## src/rtl/pb_noc_link_pipe_pkg.sv

```systemverilog
// Shared constants and helper types for the inter-tile NoC link pipelines.
// Every tile link instance picks up its default depth and counter width here.
package pb_noc_link_pipe_pkg;

   localparam int LinkPipeStages   = 2;
   localparam int LinkPipeCntWidth = 32;

   // Per-stage fill level: 0, 1 or 2 flits.
   typedef logic [1:0] stage_occ_t;

   // Width of the occupancy count; kept at least 1 bit so a zero-stage link still has a port.
   function automatic int occ_width(input int stages);
      return (stages > 0) ? $clog2(2 * stages + 1) : 1;
   endfunction

endpackage

```

## src/rtl/pb_noc_link_pipe_if.sv

```systemverilog
// One valid/ready/payload channel of a FlooNoC link.
// The master drives valid and data; the slave drives ready.
interface pb_noc_link_pipe_if #(
   parameter type flit_t = logic
);
   logic  valid;
   logic  ready;
   flit_t data;

   modport master (output valid, output data, input ready);
   modport slave  (input valid, input data, output ready);
endinterface

```

## src/rtl/pb_noc_link_pipe_spill_stage.sv

```systemverilog
// Two-entry spill register (A = output slot, B = spill slot).
// ready_o depends only on the B valid flop, so ready_i never reaches it combinationally.
module pb_spill_stage
   import pb_noc_link_pipe_pkg::*;
#(
   parameter type flit_t = logic
) (
   input  logic       clk_i,
   input  logic       rst_ni,
   input  logic       valid_i,
   output logic       ready_o,
   input  flit_t      data_i,
   output logic       valid_o,
   input  logic       ready_i,
   output flit_t      data_o,
   output stage_occ_t occ_o
);

   logic  a_vld, b_vld;
   flit_t a_dat, b_dat;
   logic  in_hs, out_hs, a_load_in, a_from_b;

   assign ready_o = !b_vld;
   assign valid_o = a_vld;
   assign data_o  = a_dat;
   assign occ_o   = {1'b0, a_vld} + {1'b0, b_vld};

   assign in_hs  = valid_i && !b_vld;
   assign out_hs = a_vld && ready_i;
   // A new flit takes A whenever A is free at the edge; B only absorbs a flit behind a stalled A.
   assign a_load_in = in_hs && (!a_vld || (out_hs && !b_vld));
   assign a_from_b  = out_hs && b_vld;

   always_ff @(posedge clk_i or negedge rst_ni) begin
      if (!rst_ni) begin
         a_vld <= 1'b0;
         b_vld <= 1'b0;
         a_dat <= '0;
         b_dat <= '0;
      end else begin
         if (a_from_b) begin
            a_dat <= b_dat;
         end else if (a_load_in) begin
            a_dat <= data_i;
         end
         a_vld <= a_from_b || a_load_in || (a_vld && !out_hs);
         if (in_hs && !a_load_in) begin
            b_vld <= 1'b1;
            b_dat <= data_i;
         end else if (a_from_b) begin
            b_vld <= 1'b0;
         end
      end
   end

endmodule

```

## src/rtl/pb_noc_link_pipe.sv

```systemverilog
// Elastic full-throughput link pipeline: NumStages chained spill registers plus
// saturating flit/stall counters for link profiling. NumStages=0 is a plain wire.
module pb_noc_link_pipe
   import pb_noc_link_pipe_pkg::*;
#(
   parameter type flit_t    = logic,
   parameter int  NumStages = LinkPipeStages,
   parameter int  CntWidth  = LinkPipeCntWidth
) (
   input  logic                                clk_i,
   input  logic                                rst_ni,
   input  logic                                clr_cnt_i,
   pb_noc_link_pipe_if.slave                   in_ch,
   pb_noc_link_pipe_if.master                  out_ch,
   output logic [occ_width(NumStages)-1:0]     occupancy_o,
   output logic [CntWidth-1:0]                 flit_cnt_o,
   output logic [CntWidth-1:0]                 stall_cnt_o
);

   localparam int OccW = occ_width(NumStages);

   function automatic logic [CntWidth-1:0] sat_inc(input logic [CntWidth-1:0] cnt,
                                                   input logic              inc);
      if (inc && (cnt != '1)) return cnt + CntWidth'(1);
      return cnt;
   endfunction

   logic out_hs, out_stall;

   generate
      if (NumStages == 0) begin : g_bypass
         assign out_ch.valid = in_ch.valid;
         assign out_ch.data  = in_ch.data;
         assign in_ch.ready  = out_ch.ready;
         assign occupancy_o  = '0;
      end else begin : g_pipe
         logic [NumStages:0] stg_vld;
         logic [NumStages:0] stg_rdy;
         flit_t              stg_dat [NumStages+1];
         stage_occ_t         stg_occ [NumStages];

         assign stg_vld[0]          = in_ch.valid;
         assign stg_dat[0]          = in_ch.data;
         assign in_ch.ready         = stg_rdy[0];
         assign out_ch.valid        = stg_vld[NumStages];
         assign out_ch.data         = stg_dat[NumStages];
         assign stg_rdy[NumStages]  = out_ch.ready;

         for (genvar i = 0; i < NumStages; i++) begin : g_stage
            pb_spill_stage #(.flit_t(flit_t)) u_stage (
               .clk_i   (clk_i),
               .rst_ni  (rst_ni),
               .valid_i (stg_vld[i]),
               .ready_o (stg_rdy[i]),
               .data_i  (stg_dat[i]),
               .valid_o (stg_vld[i+1]),
               .ready_i (stg_rdy[i+1]),
               .data_o  (stg_dat[i+1]),
               .occ_o   (stg_occ[i])
            );
         end

         always_comb begin
            occupancy_o = '0;
            for (int i = 0; i < NumStages; i++) begin
               occupancy_o = occupancy_o + OccW'(stg_occ[i]);
            end
         end
      end
   endgenerate

   assign out_hs    = out_ch.valid && out_ch.ready;
   assign out_stall = out_ch.valid && !out_ch.ready;

   // Clear wins over a same-cycle increment.
   always_ff @(posedge clk_i or negedge rst_ni) begin
      if (!rst_ni) begin
         flit_cnt_o  <= '0;
         stall_cnt_o <= '0;
      end else if (clr_cnt_i) begin
         flit_cnt_o  <= '0;
         stall_cnt_o <= '0;
      end else begin
         flit_cnt_o  <= sat_inc(flit_cnt_o, out_hs);
         stall_cnt_o <= sat_inc(stall_cnt_o, out_stall);
      end
   end

   a_upstream_hold: assert property (@(posedge clk_i) disable iff (!rst_ni)
      in_ch.valid && !in_ch.ready |=> in_ch.valid && $stable(in_ch.data))
      else $error("upstream valid_i retracted or data_i changed while stalled");

   a_downstream_hold: assert property (@(posedge clk_i) disable iff (!rst_ni)
      out_ch.valid && !out_ch.ready |=> out_ch.valid && $stable(out_ch.data))
      else $error("valid_o dropped or data_o changed while stalled");

endmodule

```

## src/flat_wrapper.sv

```systemverilog
// flat-port wrapper written by rule: the top's interface ports become plain ports
module pb_noc_link_pipe_flat import pb_noc_link_pipe_pkg::*;
#(
   parameter type flit_t    = logic,
   parameter int  NumStages = LinkPipeStages,
   parameter int  CntWidth  = LinkPipeCntWidth
)
  (clk_i, rst_ni, clr_cnt_i, occupancy_o, flit_cnt_o, stall_cnt_o, in_ch_valid, in_ch_data, in_ch_ready, out_ch_valid, out_ch_data, out_ch_ready);
  pb_noc_link_pipe_if #(.flit_t(flit_t)) in_ch_i ();
  pb_noc_link_pipe_if #(.flit_t(flit_t)) out_ch_i ();
  input  logic clk_i;
  input  logic rst_ni;
  input  logic clr_cnt_i;
  output logic [occ_width(NumStages)-1:0] occupancy_o;
  output logic [CntWidth-1:0] flit_cnt_o;
  output logic [CntWidth-1:0] stall_cnt_o;
  input wire logic [$bits(in_ch_i.valid)-1:0] in_ch_valid;
  input wire logic [$bits(in_ch_i.data)-1:0] in_ch_data;
  output wire logic [$bits(in_ch_i.ready)-1:0] in_ch_ready;
  output wire logic [$bits(out_ch_i.valid)-1:0] out_ch_valid;
  output wire logic [$bits(out_ch_i.data)-1:0] out_ch_data;
  input wire logic [$bits(out_ch_i.ready)-1:0] out_ch_ready;
  assign in_ch_i.valid = in_ch_valid;
  assign in_ch_i.data = in_ch_data;
  assign in_ch_ready = in_ch_i.ready;
  assign out_ch_valid = out_ch_i.valid;
  assign out_ch_data = out_ch_i.data;
  assign out_ch_i.ready = out_ch_ready;
  pb_noc_link_pipe #(.flit_t(flit_t), .NumStages(NumStages), .CntWidth(CntWidth)) u_core (.clk_i(clk_i), .rst_ni(rst_ni), .clr_cnt_i(clr_cnt_i), .in_ch(in_ch_i), .out_ch(out_ch_i), .occupancy_o(occupancy_o), .flit_cnt_o(flit_cnt_o), .stall_cnt_o(stall_cnt_o));
endmodule
```

## config.mk

```make
export PLATFORM = sky130hd
export DESIGN_NAME = pb_noc_link_pipe_flat
export DESIGN_NICKNAME = d
export VERILOG_FILES = /design/src/rtl/pb_noc_link_pipe_pkg.sv /design/src/rtl/pb_noc_link_pipe_if.sv /design/src/rtl/pb_noc_link_pipe_spill_stage.sv /design/src/rtl/pb_noc_link_pipe.sv /design/src/flat_wrapper.sv
export SDC_FILE = /design/constraint.sdc
export NUM_CORES = 1
export LEC_CHECK = 0
export BUFFER_PORTS_ARGS = -buffer_cell sky130_fd_sc_hd__buf_4
export CORE_MARGIN = 4
export CORE_UTILIZATION = 35
export DETAILED_ROUTE_END_ITERATION = 8
export PLACE_DENSITY = 0.57
export SETUP_SLACK_MARGIN = 0.1
export SLEW_MARGIN = 0
export SYNTH_ARGS = -nofsm -noshare
export SYNTH_HDL_FRONTEND = slang
export SYNTH_HIERARCHICAL = 1
export SYNTH_SLANG_ARGS = --single-unit
```

## constraint.sdc

```tcl
create_clock -name clk_i -period 3.3 [get_ports clk_i]
set_input_delay 0.495 -clock clk_i [delete_from_list [all_inputs] [get_ports clk_i]]
set_output_delay 0.495 -clock clk_i [all_outputs]
set_load 0.01 [all_outputs]
```

# == Word level (Yosys, flattened, before mapping) ==
# Index checks and enable logic that the tools add are counted.
# Widths: inputs -> output; s select.
# word_totals
mem_bits_ro,0
inputBits,6
mem_count,0
out_inout_bits,70
regBits,72
latch_bits,0
mem_bits_rw,0
wordCells,72
# op_classes
n_mux,18
n_bitwise,0
n_reduce_logical,37
n_eq_ne,2
div,0
n_shift,0
multipliers,0
addsub,5
order_cmp,0
# op_table
operator,n
$mux 32,6
$add 32x1->32 const B,2
$ne 32x32->1 const B,2
$logic_and 1x1->1,16
$mux 1,12
$reduce_bool 2->1,6
$logic_not 1->1,9
$logic_or 1x1->1,6
$add 1x1->2,2
$add 2x2->3,1

# == Logic depth before layout (Yosys ltp) ==
# Gate-level depths: netlist of the first run.
# depth
ltp_word,8
depth_mapped,7
depth_no_buf,6

# == Hierarchy ==
# Netlist of the first run, hierarchy kept.
# modules_own_cells
module,cells_each,area_each_um2,instances,seq_area_each_um2
pb_noc_link_pipe,408,3674.8,1,1601.5
pb_spill_stage,19,193.9,2,100.1

# == Worst setup path after synthesis of the first run ==
# Ideal clock, no wire load.
# synth_timing
path_kind,reg-to-reg
start,register u_core.flit_cnt_o[15]
end,register u_core.flit_cnt_o[28]
t_arrival_ns,2.078
setup_slack_ns,1.097
stages_incl_launch_ff,6
t_required_ns,3.175
path_buffers,0
path_cell_list,dfrtp_1 -> nand4_2 -> or4_4 -> or4_1 -> nor2_1 -> mux2_2
# synth_via
elab_chain_cells,5
elab_cells_between_ends,9
cone_classes,1 x add/sub; 1 x eq/ne; 5 x mux; 2 x reduce/logical
# synth_rtl
item,line_no,source
start: declaration,pb_noc_link_pipe.sv:16,"output logic [CntWidth-1:0] flit_cnt_o,"
start signal: assignment,pb_noc_link_pipe.sv:84,"flit_cnt_o <= sat_inc(flit_cnt_o, out_hs);"
branches (longest 5 deep; another with $add 32x1->32),--,
# Several ways; the timed one is not identified. The select of a mux whose other input is x is not followed.
# A chain may end at the register's enable or synchronous reset.

==> summary.md, run 1 <==
| Metric | Value |
|---|---|
| Status | completed |
| Layout cells sized above 1 | 0.233 |
| I/O pin count | 76 |
| Final Slew Violations | 0 |
| Worst EP arrival | 1.99 ns |
| YS warnings | 6 |
| Syn_nets | 458 |
| CTS tree | done |
| RSZ-0062 raised after global routing | false |
| CP bufs+invs | 3 |
| Post-CTS setup buffer count | 0 |
| Worst Setup End Kind | output pin |
| Routability cong. | a little under 0.8 |
| Total iterations of the first detailed-routing run | 4 |
| F_max | ~400 MHz |
| Via density | ~5.5 |
| GRT Resource Usage Total | 0.159 |
| CP top delay family | adder cells |
| Synthesized area per cell | 9.11 µm² |
| Tot Pwr | about 2.6 mW |
| Core Util, Final | 0.447 |
| Grt total ovfl | 0 |
| Die Wd | 116 µm |
| Critical path fanouts, max | 11 |
| Total negative setup slack | 0 ns |
| Final setup viols | 0 |
| Ant. Diodes | 0 |
| Max VDD drop | 301 µV |
| Synthesis-to-layout area growth | 25.0% |
| Worst path cell trace | ha_1 -> ha_1 -> inv_1 -> fa_1 -> inv_1 -> buf_4 |
| Number of synthesized register bits | 72 |
| Initial core utilization | 0.357 |
| Routed wire length | 10.4 mm |
| Number of synthesized flops with an enable pin | 0 |
| Worst Path Class, Setup | register to output pin |
| Clock Tree Buf Depth | 2 |
| Min Tclk post-route | around 2.5 ns |
| Mapped Cells | 446 |
| Resize count post-CTS | 0 |
| Synth async-reset ratio | 1.00 |
| Sequential element share of the synthesized area | 0.443 |
| Worst slew pin tran | ~0.93 ns |
| Initial DRC count | between 200 and 250 |
| CP peak stage delay | 0.48 ns |
| HP Class | input pin to async pin |
| CP Launch Type | register |
| Fin nets | 530 |
| Die ar. | 0.0134 mm² |
| HPWL Detailed | 7.15 mm |
| Clock Latency Late Sink | roughly 0.33 ns |
| Die height | about 120 µm |
| DR DRC count | 0 |
| Clk slew on worst S/H paths | 0.06 ns |
| Num rows | 39 |
| PwrDens | 507 mW/mm² |
| Worst EP required | 2.80 ns |
| Leak Pwr | 2.14 nW |
| Crit share post-route | 0.752 |
| CTS H-tree depth | 3 |
| Core ar. | 0.0114 mm² |
| Mapped Area | 0.00406 mm² |
| First-pass GRT wire length | 17.2 mm |
| Hold Fails Final Rpt | 0 |
| Inserted Clock Buffers | 9 |
| Root Driver | clkbuf_16 |
| Vias in the first global route | 3396 |
| DR WL/cell | approximately 16 µm |
| Worst clock skew | 0.00285 ns |
| Initial antenna violation count | 0 |
| Final ANT Viol Nets | 0 |
| Synth Flop Type | dfrtp_1 |
| Hold Buf Count CTS | 0 |
| # port buffers | 75 |
| Max_slew headroom | 0.377 |
| Total clock sinks | 72 |
| Via count | 3662 |
| Pin count of the biggest net entering global routing | 78 |
| Count of different cell masters after synthesis | between 50 and 60 |
| Max stage delay cell, worst path | dfrtp_1 |
| Max Cap Violations | 0 |
Yosys cell counts, types with 2 or more instances:
cell | count | area [µm²]
nand3_1 | 32 | 160
dfrtp_1 | 72 | 1800
a21oi_1 | 48 | 240
or2_2 | 2 | 12.5
o2bb2a_1 | 2 | 20.0
or4_4 | 2 | 22.5
a21boi_0 | 2 | 15.0
and3_1 | 9 | 56.3
xnor2_1 | 7 | 61.3
nor2_1 | 35 | 131
buf_2 | 3 | 15.0
nand4_1 | 13 | 81.3
o31ai_1 | 13 | 97.6
ha_1 | 5 | 62.6
clkbuf_1 | 12 | 45.0
or3b_2 | 2 | 17.5
a31o_2 | 2 | 17.5
nor4_4 | 2 | 42.5
or4_1 | 11 | 82.6
xor2_1 | 3 | 26.3
o21ai_0 | 30 | 150
inv_1 | 15 | 56.3
mux2_2 | 9 | 101
nor3_1 | 7 | 35.0
nor4_1 | 5 | 31.3
nor2b_1 | 12 | 75.1
or3_1 | 27 | 169
o22ai_1 | 2 | 12.5
mux2_1 | 2 | 22.5
and4_1 | 5 | 43.8
nand2b_1 | 7 | 43.8
nand4_2 | 2 | 25.0
nand2_1 | 28 | 105
through the flow:
stage	hold slack, ns	instance area [µm²]	instances	setup WS, ns
floorplan	0.199	4060	446	1.10
global placement	0.472	4760	650	0.914
detailed placement	0.479	4760	650	0.903
CTS	0.356	5080	666	0.804
global route	0.403	5080	666	0.693
finish	0.313	5080	666	0.817
placed cells by master, fill, tap and decap left out, types with 9 or more instances in the layout:
cell type and n:
and3_1 9, clkbuf_16 9, dfrtp_1 72, inv_1 15, or3_1 27, a21oi_1 48
nand3_1 32, o21ai_0 30, mux2_2 9, o31ai_1 13, buf_4 78, or4_1 11
nand4_1 13, nor2_1 35, nor2b_1 12, nand2_1 28
power by group:
part	leakage, nW	switching (mW)	internal [mW]
registers	0.985	0.0777	0.944
logic	1.00	0.267	0.241
clock network	0.158	0.368	0.678
cell families (layout without fill, tap and decap cells):
kind of cell / Yosys count / in the layout / synth area share
DFF: 72 / 72 / 0.443
and+or+nand+nor: 206 / 206 / 0.290
muxes: 12 / 12 / 0.0342
adders and majority gates: 6 / 6 / 0.0203
xor gates and xnor gates: 10 / 10 / 0.0216
AOI/OAI and AO/OA: 108 / 108 / 0.159
buffers and inverters: 32 / 109 / 0.0314
flip-flops by register name, summed over array words and instances (netlist names):
signal                                 count
u_core/flit_cnt_o                         32
u_core/g_pipe.g_stage.u_stage/b_dat        2
u_core/g_pipe.g_stage.u_stage/b_vld        2
u_core/g_pipe.g_stage.u_stage/data_o       2
u_core/g_pipe.g_stage.u_stage/valid_o      2
u_core/stall_cnt_o                        32
layer usage:
layer | vias to the layer above | part of all wire | wire (µm) | GRT usage
met1 | 1774 | 0.46 | 4800 | 0.216
met4 | 0 | 0.0094 | 98 | 0.0371
met5 | - | 0 | 0 | 0
met3 | 8 | 0.061 | 640 | 0.0465
li1 | 1798 | - | - | -
met2 | 82 | 0.47 | 4900 | 0.252
final cells by class:
class	count	area, µm²
Fill cell	1127	6290
Multi-Input combinational cell	342	2130
Sequential cell	72	1800
Timing Repair Buffer	78	586
Clock buffer	10	239
Tap cell	143	179
Clock inverter	6	82.6
Inverter	15	56.3
worst register-to-register path, cell delays in order, from the launching register on:
cell	delay, ns
dfrtp_1	0.48
nand4_2	0.25
or4_4	0.59
or4_1	0.49
nor2_1	0.15
mux2_2	0.34
path summary, 6_finish.rpt:
| kind | cells past startpoint | end | from | slack [ns] |
|---|---|---|---|---|
| setup reg to reg | 5 | u_core/flit_cnt_o[28] | u_core/flit_cnt_o[15] | 0.89 |
| max in group asynchronous | 1 | u_core/flit_cnt_o[25] | rst_ni | 2.40 |
| setup / recovery | 6 | occupancy_o[1] | u_core/g_pipe.g_stage[1].u_stage/valid_o | 0.82 |
| hold / removal | 1 | u_core/stall_cnt_o[22] | rst_ni | 0.31 |
| hold reg to reg | 1 | u_core/g_pipe.g_stage[1].u_stage/b_dat | u_core/g_pipe.g_stage[1].u_stage/b_dat | 0.49 |
| min in group clk_i | 2 | u_core/g_pipe.g_stage[1].u_stage/b_vld | out_ch_ready | 0.39 |
Power figures use the tool's default switching activity.
==> inputs of run 2 (changes only) <==
- clock period: 3.3 -> 2.4 ns (I/O delays scaled with it)
==> run 2 against run 1 <==
Final area up 4.0%. Total power is 34% higher. Critical endpoint unchanged. Highest routed layer unchanged. Largest power group is now sequential cells. Combinational power is 65% higher. Clock skew grew 0.0048 ns.
==> summary.md, run 2 (synthesis gave the netlist of run 1 again) <==
| Metric | Value |
|---|---|
| Status | completed |
| Commonest non-fill, non-tap cells in the layout | buf_4 (105), dfrtp_1 (64), a21oi_1 (48) |
| Core Util, Final | 0.464 |
| RSZ-0062 raised after global routing | false |
| Worst slew pin tran | 0.945 ns |
| Pin count of the biggest net entering global routing | 73 |
| FILL cells | between 1000 and 1500 |
| First-pass GRT wire length | between 15 and 20 mm |
| I/O pin count | 76 |
| CP peak stage delay | 0.41 ns |
| Layout cells sized above 1 | 0.290 |
| Fin nets | approximately 560 |
| Via density | 5.51 |
| Total iterations of the first detailed-routing run | 4 |
| Worst Setup End Kind | output pin |
| Clock Latency Late Sink | 0.33 ns |
| Non-Filler Instances | 694 |
| Critical path fanouts, max | 2 |
| Num rows | 39 |
| Routability cong. | ~0.76 |
| Area of the multi-input gates | 0.00217 mm² |
| Inserted Clock Buffers | 9 |
| Leak Pwr | between 2 and 2.5 nW |
| Initial DRC count | 223 |
| HP Class | input pin to async pin |
| Worst path cell trace | ha_1 -> ha_1 -> inv_1 -> fa_1 -> inv_1 -> buf_4 |
| GRT Resource Usage Total | 0.163 |
| Synthesis-to-layout area growth | 30.0% |
| Hold Fails Final Rpt | 0 |
| Grt total ovfl | 0 |
| Max VDD drop | 398 µV |
| Root Driver | clkbuf_16 |
| Crit share post-route | 0.928 |
| Int Power | 2.44 mW |
| F_max | 449 MHz |
| Total negative setup slack | 0 ns |
| CTS H-tree depth | 3 |
| Min Tclk post-route | approximately 2.2 ns |
| Worst EP arrival | 1.87 ns |
| Final ANT Viol Nets | 0 |
| Placed insts | about 670 |
| Max_slew headroom | 0.370 |
| Worst clock skew | 0.00765 ns |
| Max Cap Violations | 0 |
| Sequential power share | 0.401 |
| FF+latch area | 0.00181 mm² |
| Vias in the first global route | 3573 |
| Clock Tree Buf Depth | 2 |
| CTS tree | done |
| Tot Pwr | 3.45 mW |
| Clk slew on worst S/H paths | 0.06 ns |
| CP bufs+invs | 3 |
| Combinational Power Share | 0.243 |
| Core ar. | 0.0114 mm² |
| CP Launch Type | register |
| DR WL/cell | between 15 and 20 µm |
| Setup slack at placement | 0.206 ns |
| Worst EP required | approximately 2 ns |
| Routed wire length | about 11 mm |
| Top Registers | u_core/flit_cnt_o (32), u_core/stall_cnt_o (32) |
| DR DRC count | 0 |
| PwrDens | about 650 mW/mm² |
| Final Slew Violations | 0 |
| Initial core utilization | 0.357 |
| Sw Share | 0.293 |
| Die ar. | 0.0134 mm² |
| HPWL Detailed | 7.46 mm |
| Hold Buf Count CTS | 0 |
| Power share of the clock group | 0.356 |
| Net Sw Power | 1.01 mW |
| Ant. Diodes | 0 |
| Die height | about 120 µm |
| Final setup viols | 0 |
| # port buffers | 75 |
| Initial antenna violation count | 0 |
| PnR worst setup slack | 0.174 ns |
| Max stage delay cell, worst path | dfrtp_2 |
| Worst Path Class, Setup | register to output pin |
| Most common cell after layout, fill and taps aside | buf_4 |
| Total clock sinks | 72 |
| Die Wd | between 100 and 150 µm |
| Via count | 3823 |
| CP top delay family | adder cells |
-- run 2: repair_timing --
action	in CTS	in global routing
pin swaps	0	1
setup endpoints to repair	1	10
setup buffers	1	3
gates resized for setup	2	12
-- run 2: worst paths after layout --
path	startpoint	slack [ns]	cells past startpoint	endpoint
max	u_core/g_pipe.g_stage[1].u_stage/valid_o	0.17	6	occupancy_o[1]
min in group clk_i	out_ch_ready	0.25	2	u_core/g_pipe.g_stage[1].u_stage/b_vld
min	rst_ni	0.15	1	u_core/stall_cnt_o[23]
max reg2reg	u_core/flit_cnt_o[0]	0.20	6	u_core/flit_cnt_o[28]
min reg2reg	u_core/g_pipe.g_stage[0].u_stage/b_dat	0.49	1	u_core/g_pipe.g_stage[0].u_stage/b_dat
max in group asynchronous	rst_ni	1.55	1	u_core/flit_cnt_o[17]
-- run 2: layout make-up --
type,count,share of cell area
Tap cell,143,0.0339
Clock buffer,13,0.0474
Sequential cell,72,0.343
Multi-Input combinational cell,342,0.410
Inverter,15,0.0107
Clock inverter,3,0.00332
Timing Repair Buffer,106,0.151
-- run 2: through the flow --
| step | hold WS (ns) | area (µm²) |
|---|---|---|
| after floorplan | 0.0644 | 4060 |
| after global placement | 0.471 | 4940 |
| after CTS | 0.206 | 5210 |
| final | 0.151 | 5280 |
| after detailed placement | 0.482 | 4940 |
| after global routing | 0.249 | 5280 |
-- run 2: per-layer routing --
metal | global-route usage | wire, µm | vias to the layer above
met1 | 0.203 | 4650 | 1871
met3 | 0.0428 | 617 | 13
met2 | 0.279 | 5230 | 83
met5 | 0 | 0 | -
met4 | 0.0503 | 134 | 0
li1 | - | - | 1856
-- run 2: power groups by stage --
stage               clock, mW  sequential, mW  combinational [mW]
finish                   1.23            1.38               0.838
floorplan                   0            1.41               0.412
global route             1.32            1.39               0.937
global placement            0            1.41               0.743
detailed placement          0            1.42               0.767
CTS                      1.27            1.38               0.800
==> inputs of run 3 (changes only) <==
- BUFFER_PORTS_ARGS: -buffer_cell sky130_fd_sc_hd__buf_4 -> not set
- DONT_BUFFER_PORTS: not set -> 1
- PLACE_DENSITY: 0.57 -> 0.51
==> run 3 against run 2 <==
Total power fell by 1.6%. Hold slack got worse by 0.070 ns. Sequential share of layout area grew 1.7 points. First-iteration DRC count is 18% lower. Final area shrank 5.2%. Wire length grew 3.3%. Sequential power barely moved. Combinational power decreased by 23%. Critical path type unchanged. Largest power group unchanged. Highest routed layer unchanged.
==> summary.md, run 3 (synthesis gave the netlist of run 1 again) <==
| Metric | Value |
|---|---|
| Total clock sinks | 72 |
| RSZ-0062 raised after global routing | true |
| Clk slew on worst S/H paths | 0.06 ns |
| Initial DRC count | 183 |
| Placed insts | 634 |
| Die Wd | 116 µm |
| Metal-1 WL | between 4 and 5 mm |
| Initial antenna violation count | 0 |
| Leak Pwr | approximately 2.1 nW |
| Commonest non-fill, non-tap cells in the layout | dfrtp_1 (71), buf_4 (62), a21oi_1 (48) |
| Crit share post-route | 0.927 |
| Tot Pwr | 3.39 mW |
| GRT Resource Usage Total | 0.171 |
| DR WL/cell | ~17 µm |
| Clock Latency Late Sink | 0.34 ns |
| Routed wire length | 11.0 mm |
| Power share of the clock group | 0.401 |
| F_max | 449 MHz |
| Hold Fails Final Rpt | 0 |
| Synthesis-to-layout area growth | 23.3% |
| Routability cong. | 0.814 |
| Layout cells sized above 1 | 0.214 |
| Top Registers | u_core/flit_cnt_o (32), u_core/stall_cnt_o (32) |
| Max_slew headroom | 0.663 |
| CTS tree | done |
| HP Class | input pin to register |
| Worst Setup End Kind | output pin |
| Max VDD drop | 511 µV |
| Final ANT Viol Nets | 0 |
| Final Slew Violations | 0 |
| Fin nets | 517 |
| Most common cell after layout, fill and taps aside | dfrtp_1 |
| First-pass GRT wire length | about 18 mm |
| Root Driver | clkbuf_16 |
| FILL cells | 1120 |
| # port buffers | 0 |
| Min Tclk post-route | 2.23 ns |
| Ant. Diodes | 0 |
| DR WL met2 | 5.51 mm |
| Die ar. | 0.0134 mm² |
| DR DRC count | 0 |
| Num rows | 39 |
| Total negative setup slack | 0 ns |
| Die height | 116 µm |
| Vias in the first global route | 3537 |
| Core ar. | around 0.011 mm² |
| Non-Filler Instances | around 650 |
| CTS H-tree depth | 3 |
| PwrDens | 678 mW/mm² |
| Final setup viols | 0 |
| Net Sw Power | 0.957 mW |
| Worst EP arrival | 1.87 ns |
| Clock Tree Buf Depth | 2 |
| Grt total ovfl | 0 |
| Combinational Power Share | 0.191 |
| Inserted Clock Buffers | 9 |
| Int Power | 2.44 mW |
| Sequential power share | 0.408 |
| Critical path fanouts, max | 7 |
| Total iterations of the first detailed-routing run | 4 |
| Worst Path Class, Setup | register to output pin |
| DR top layer | met4 |
| Core Util, Final | 0.440 |
| Initial core utilization | 0.357 |
| Met3 wire len | 794 µm |
| Worst clock skew | between 0.006 and 0.007 ns |
| HPWL Detailed | 7.80 mm |
| I/O pin count | 76 |
| Worst slew pin tran | 0.504 ns |
| CP Launch Type | register |
| Via count | 3612 |
| Sw Share | 0.282 |
| Status | completed |
| Max Cap Violations | 0 |
| Pin count of the biggest net entering global routing | just under 80 |
| Via density | 5.53 |
| Worst EP required | 2.04 ns |
==> run 3: metal layers <==
layer / up-vias / track usage
li1: 1769 / -
met1: 1754 / 0.196
met2: 76 / 0.294
met3: 13 / 0.0726
met4: 0 / 0.0480
met5: - / 0
==> run 3: power groups by stage <==
stage	Combinational, mW	Sequential, mW	Clock (mW)
finish	0.647	1.39	1.36
global route	0.751	1.40	1.46
CTS	0.649	1.38	1.41
detailed placement	0.577	1.41	0
global placement	0.565	1.40	0
floorplan	0.412	1.41	0
==> run 3: final timing paths <==
kind	from	end	slack, ns	depth (start not counted)
min in group asynchronous	rst_ni	u_core/stall_cnt_o[21]	0.57	2
worst max-delay path	u_core/g_pipe.g_stage[1].u_stage/valid_o	occupancy_o[1]	0.17	6
max in group asynchronous	rst_ni	u_core/g_pipe.g_stage[0].u_stage/valid_o	1.47	2
worst min register to register	u_core/g_pipe.g_stage[0].u_stage/b_dat	u_core/g_pipe.g_stage[0].u_stage/b_dat	0.50	1
worst min-delay path	clr_cnt_i	u_core/stall_cnt_o[15]	0.08	1
worst max register to register	u_core/stall_cnt_o[9]	u_core/stall_cnt_o[11]	0.21	5
==> run 3: what timing repair did <==
item / in CTS / in global routing
gates resized for setup: 2 / 3
endpoints found under the setup margin: 1 / 2
hold endpoints to repair: 72 / 0
setup buffers: 1 / 0
hold buffers: 2 / 0
gates cloned: 0 / 0
pin swaps: 0 / 1
==> run 3: area by class of cell <==
class / count / area [µm²] / area share
multi-input cells: 342 / 2150 / 0.430
repair buffers: 65 / 514 / 0.103
flip-flops and latches: 72 / 1800 / 0.360
well taps: 143 / 179 / 0.0357
clock inverters: 3 / 40.0 / 0.00800
inverters: 15 / 56.3 / 0.0112
clock buffers: 13 / 260 / 0.0520
==> run 3: worst max-delay path: stages, from the launching register on <==
cell,delay (ns)
dfrtp_1,0.39
buf_6,0.15
ha_4,0.25
ha_1,0.13
inv_1,0.05
fa_1,0.51
inv_2,0.05
==> run 3: metrics by stage <==
step | instance area, µm² | hold slack [ns] | setup slack (ns)
2_1_floorplan | 4060 | 0.0644 | 0.197
3_3_place_gp | 4640 | 0.0673 | 0.265
3_5_place_dp | 4640 | 0.0676 | 0.244
4_1_cts | 4980 | 0.0653 | 0.105
5_1_grt | 5010 | 0.0589 | 0.0795
6_report | 5010 | 0.0810 | 0.174
